[config.mk]
export PLATFORM = sky130hd
export DESIGN_NAME = full_adder_core
export DESIGN_NICKNAME = d
export VERILOG_FILES = /design/src/rtl/full_adder_core.sv
export SDC_FILE = /design/constraint.sdc
export NUM_CORES = 1
export LEC_CHECK = 0
export CORE_AREA = 2 2 39 41
export CTS_CLUSTER_DIAMETER = 200
export DETAILED_ROUTE_END_ITERATION = 10
export DIE_AREA = 0 0 41 43
export DONT_BUFFER_PORTS = 1
export GPL_ROUTABILITY_DRIVEN = 0
export SLEW_MARGIN = 20
export SYNTH_ARGS = -nofsm -noshare
export SYNTH_HDL_FRONTEND = slang
export SYNTH_SLANG_ARGS = --single-unit
[constraint.sdc]
create_clock -name clk -period 1.33 [get_ports clk]
set_clock_uncertainty 0.1 [all_clocks]
set_input_delay 0.133 -clock clk [delete_from_list [all_inputs] [get_ports clk]]
set_output_delay 0.133 -clock clk [all_outputs]
set_load 0.1 [all_outputs]
[src/rtl/full_adder_core.sv]
// ---------------------------------------------------------------------------
// full_adder_core
//
// Leaf ripple-carry adder for the arithmetic library. With the default
// WIDTH=1 this is the classic single-bit full adder.
//
// Two result paths are provided:
//   * combinational: sum/cout/prop/gen follow a, b and cin directly and do
//     not depend on clk, rst or in_valid.
//   * registered: sum_q/cout_q capture the combinational result one clock
//     after in_valid, and valid_q is in_valid delayed by one clock.
//
// Ports:
//   clk       in   1      rising-edge clock for the registered path
//   rst       in   1      asynchronous active-high reset (registered path only)
//   a, b      in   WIDTH  operands
//   cin       in   1      carry in
//   in_valid  in   1      qualifies a/b/cin for capture
//   sum       out  WIDTH  (a + b + cin) mod 2^WIDTH
//   cout      out  1      bit WIDTH of (a + b + cin)
//   prop      out  WIDTH  per-bit propagate, a ^ b
//   gen       out  WIDTH  per-bit generate, a & b
//   sum_q     out  WIDTH  registered sum
//   cout_q    out  1      registered carry out
//   valid_q   out  1      registered in_valid
//
// Handshake: in_valid is a one-way qualifier with no back-pressure. A result
// is captured on every rising clk where in_valid=1; valid_q marks the cycle
// in which that result is presented on sum_q/cout_q. When in_valid=0 the
// previous result is held.
// ---------------------------------------------------------------------------
module full_adder_core #(
    parameter int WIDTH = 1
) (
    input  logic             clk,
    input  logic             rst,
    input  logic [WIDTH-1:0] a,
    input  logic [WIDTH-1:0] b,
    input  logic             cin,
    input  logic             in_valid,
    output logic [WIDTH-1:0] sum,
    output logic             cout,
    output logic [WIDTH-1:0] prop,
    output logic [WIDTH-1:0] gen,
    output logic [WIDTH-1:0] sum_q,
    output logic             cout_q,
    output logic             valid_q
);

    // carry[i] is the carry into bit i; carry[WIDTH] is the carry out.
    logic [WIDTH:0]   carry;
    logic [WIDTH-1:0] sum_c;

    logic [WIDTH-1:0] sum_d;
    logic             cout_d;
    logic             valid_d;

    // Explicit ripple chain, bit by bit, so the structure matches the
    // textbook full-adder cell and the carry is visible per bit.
    always_comb begin
        carry    = '0;
        sum_c    = '0;
        carry[0] = cin;
        for (int i = 0; i < WIDTH; i++) begin
            sum_c[i]     = a[i] ^ b[i] ^ carry[i];
            carry[i+1]   = (a[i] & b[i]) | (carry[i] & (a[i] ^ b[i]));
        end
    end

    assign sum  = sum_c;
    assign cout = carry[WIDTH];
    assign prop = a ^ b;
    assign gen  = a & b;

    // Capture only when qualified; otherwise hold the last result.
    always_comb begin
        sum_d   = sum_q;
        cout_d  = cout_q;
        valid_d = in_valid;
        if (in_valid) begin
            sum_d  = sum_c;
            cout_d = carry[WIDTH];
        end
    end

    always_ff @(posedge clk or posedge rst) begin
        if (rst) begin
            sum_q   <= '0;
            cout_q  <= 1'b0;
            valid_q <= 1'b0;
        end else begin
            sum_q   <= sum_d;
            cout_q  <= cout_d;
            valid_q <= valid_d;
        end
    end

endmodule

==> summary.txt <==
Clocking
  – Post-CTS Setup Bufs: 0
  – Worst skew pair latency: 230 ps
  – Clk sinks: 3
  – CTS root buf: clkbuf_4
  – CTS Buffer Depth: 2
  – Htree depth: 1
  – TritonCTS buffer count: 3
  – TritonCTS clock tree: done
  – Clk slew on worst S/H paths: 40 ps
  – CTS-repair resized insts: 0

Route
  – Via count: about 120
  – Initial DRC count: 1
  – Routed len/inst: roughly 13 um
  – Drt via density: approximately 3.1
  – Final WL: 464 um
  – DR pass1 iterations: 2
  – Drc violations: 0
  – Final ANT Viol Nets: 0

Run
  – Max-Cap Viols: 0

Worst setup path
  – Critical Path Fanout Max: 2
  – Slowest Stage Delay on Critical Path: approximately 600 ps
  – CP bufs+invs: 1
  – Req. time, crit path: between 1000 and 1500 ps
  – CP startpoint kind: primary input
  – Crit. End Element: output port
  – Setup CP Type: in -> out
  – Worst-path cell with the longest stage delay: fa_2
  – CP cell instances: fa_2 > buf_12
  – CP Data Arrival Time: 910 ps
  – CP delay by family, top: adder cells

Yosys
  – Synth top area share: between 50 and 60%
  – Yosys warning count: 0
  – Post-Syn Area: roughly 130 sq um
  – Synth Instances: 8
  – Unique masters post-synth: 5
  – Ranking of synthesized cells by area: dfrtp_1, mux2_2, fa_1, ha_1, inv_1
  – Post-Syn Area per Cell: 16.7 sq um
  – Area leader, netlist: dfrtp_1
  – Sequential area share after synthesis: between 50% and 60%
  – Mapped Nets: 16
  – Synth Register Bits: 3

Floorplanning
  – Io pins: 13
  – Floorplan row count: 14
  – Initial core utilization: 9.67%
  – Area of the die: roughly 1800 sq um
  – DIE HEIGHT: between 40 and 50 um
  – Core area: 1380 sq um
  – Die W: about 40 um

Placed design
  – IO Port Bufs: 0
  – Placed cell count: 31
  – Area post-placement: approximately 250 sq um

Global routing
  – Total GRT Usage: 7.21%
  – Pin count of the biggest net entering global routing: 4
  – First-pass GRT wire length: 703 um
  – Gr ovfl total: 0
  – Vias in the first global route: roughly 150
  – Initial antenna violation count: 0

Timing
  – Tcrit/Tclk final: between 80% and 90%
  – Final setup violating endpoints: 0
  – Final min period: between 1000 and 1500 ps
  – Slew @ Worst Pin: 282 ps
  – Max Slew Vio Count: 0
  – RSZ-0062 raised after global routing: no
  – Max_slew headroom: around four fifths
  – Fmax: 875 MHz
  – Final hold vios: 0

Final layout
  – # diodes: 0
  – Final core occ: between 20% and 30%
  – Post-Layout Inst Area: a little under 300 sq um
  – Synth-to-layout area growth: 122%
  – Layout cells sized above 1: 66.7%
  – Fin nets: 30
  – Non-filler cells, final: 37

Worst hold path
  – Hold Path Class: in -> async

Run status
  – Status: finished, final reports clean

Power
  – Peak supply drop: between 0.0002 and 0.0003 V
  – Cell Pwr Density: about 1900 nW/um^2
  – Total power: roughly 560 uW
  – Leakage: around 0.14 nW
-- flip-flops by register name, indices dropped and copies added (netlist names) --
register / flops
cout_q: 1
sum_q: 1
valid_q: 1
-- metrics by stage --
step / hold slack (ps) / setup WS (ps) / setup TNS [ps]
3_5_place_dp: -197 / 181 / 0
6_report: 115 / 186 / 0
5_1_grt: 122 / 175 / 0
4_1_cts: 104 / 181 / 0
3_3_place_gp: -210 / 195 / 0
2_1_floorplan: -213 / -124 / -124
-- kinds of logic (layout without fill, tap and decap cells) --
kind of cell | count (synthesis) | after routing | synth area share [%]
multiplexers | 2 | 2 | 16.8
buffers and inverters | 1 | 14 | 2.80
flip-flops | 3 | 3 | 56.1
adder cells (fa/ha/maj) | 2 | 2 | 24.3
-- area by class of cell --
| class | instances | area, sq um |
|---|---|---|
| inverters | 1 | 3.75 |
| repair buffers | 9 | 110 |
| multi-input cells | 4 | 61.3 |
| clock buffers | 4 | 26.3 |
| flip-flops and latches | 3 | 76.3 |
| well taps | 16 | 20.0 |
| fillers | 153 | 1090 |
-- layout by cell type, fill, tap and decap left out --
master / netlist / final
buf_4: 0 / 4
ha_1: 1 / 1
fa_2: 0 / 1
mux2_2: 2 / 1
clkbuf_4: 0 / 3
dfrtp_1: 3 / 2
dfrtp_2: 0 / 1
dlygate4sd3_1: 0 / 2
mux2_4: 0 / 1
clkbuf_1: 0 / 1
buf_12: 0 / 3
inv_1: 1 / 1
-- report_power, final --
part	switching (mW)	internal, mW
Clock	0.0472	0.112
Combinational	0.201	0.0888
Sequential	0.00935	0.104
Total	0.258	0.305
-- worst paths after layout --
path	startpoint	to	slack, ps	cells past startpoint
setup / recovery	cin	sum	190	2
hold / removal	rst	sum_q	120	2
hold reg to reg	cout_q	cout_q	420	1
max in group asynchronous	rst	cout_q	870	2
min in group clk	a	cout_q	160	2
setup reg to reg	sum_q	sum_q	440	1
-- metal layers --
layer  routed length, um  global-route usage, %
met3                 135                   11.0
met5                   0                      0
met1                 119                   3.83
met2                 209                   9.38
met4                   0                   6.00
-- synth_stat cells --
library cell and n:
dfrtp_1 3, inv_1 1, mux2_2 2, ha_1 1
fa_1 1
-- what timing repair did --
action	CTS	global route
endpoints found under the hold margin	6	0
hold buffers	2	0
setup endpoints to repair	0	0
No activity file was read; power rests on OpenSTA's default activity.
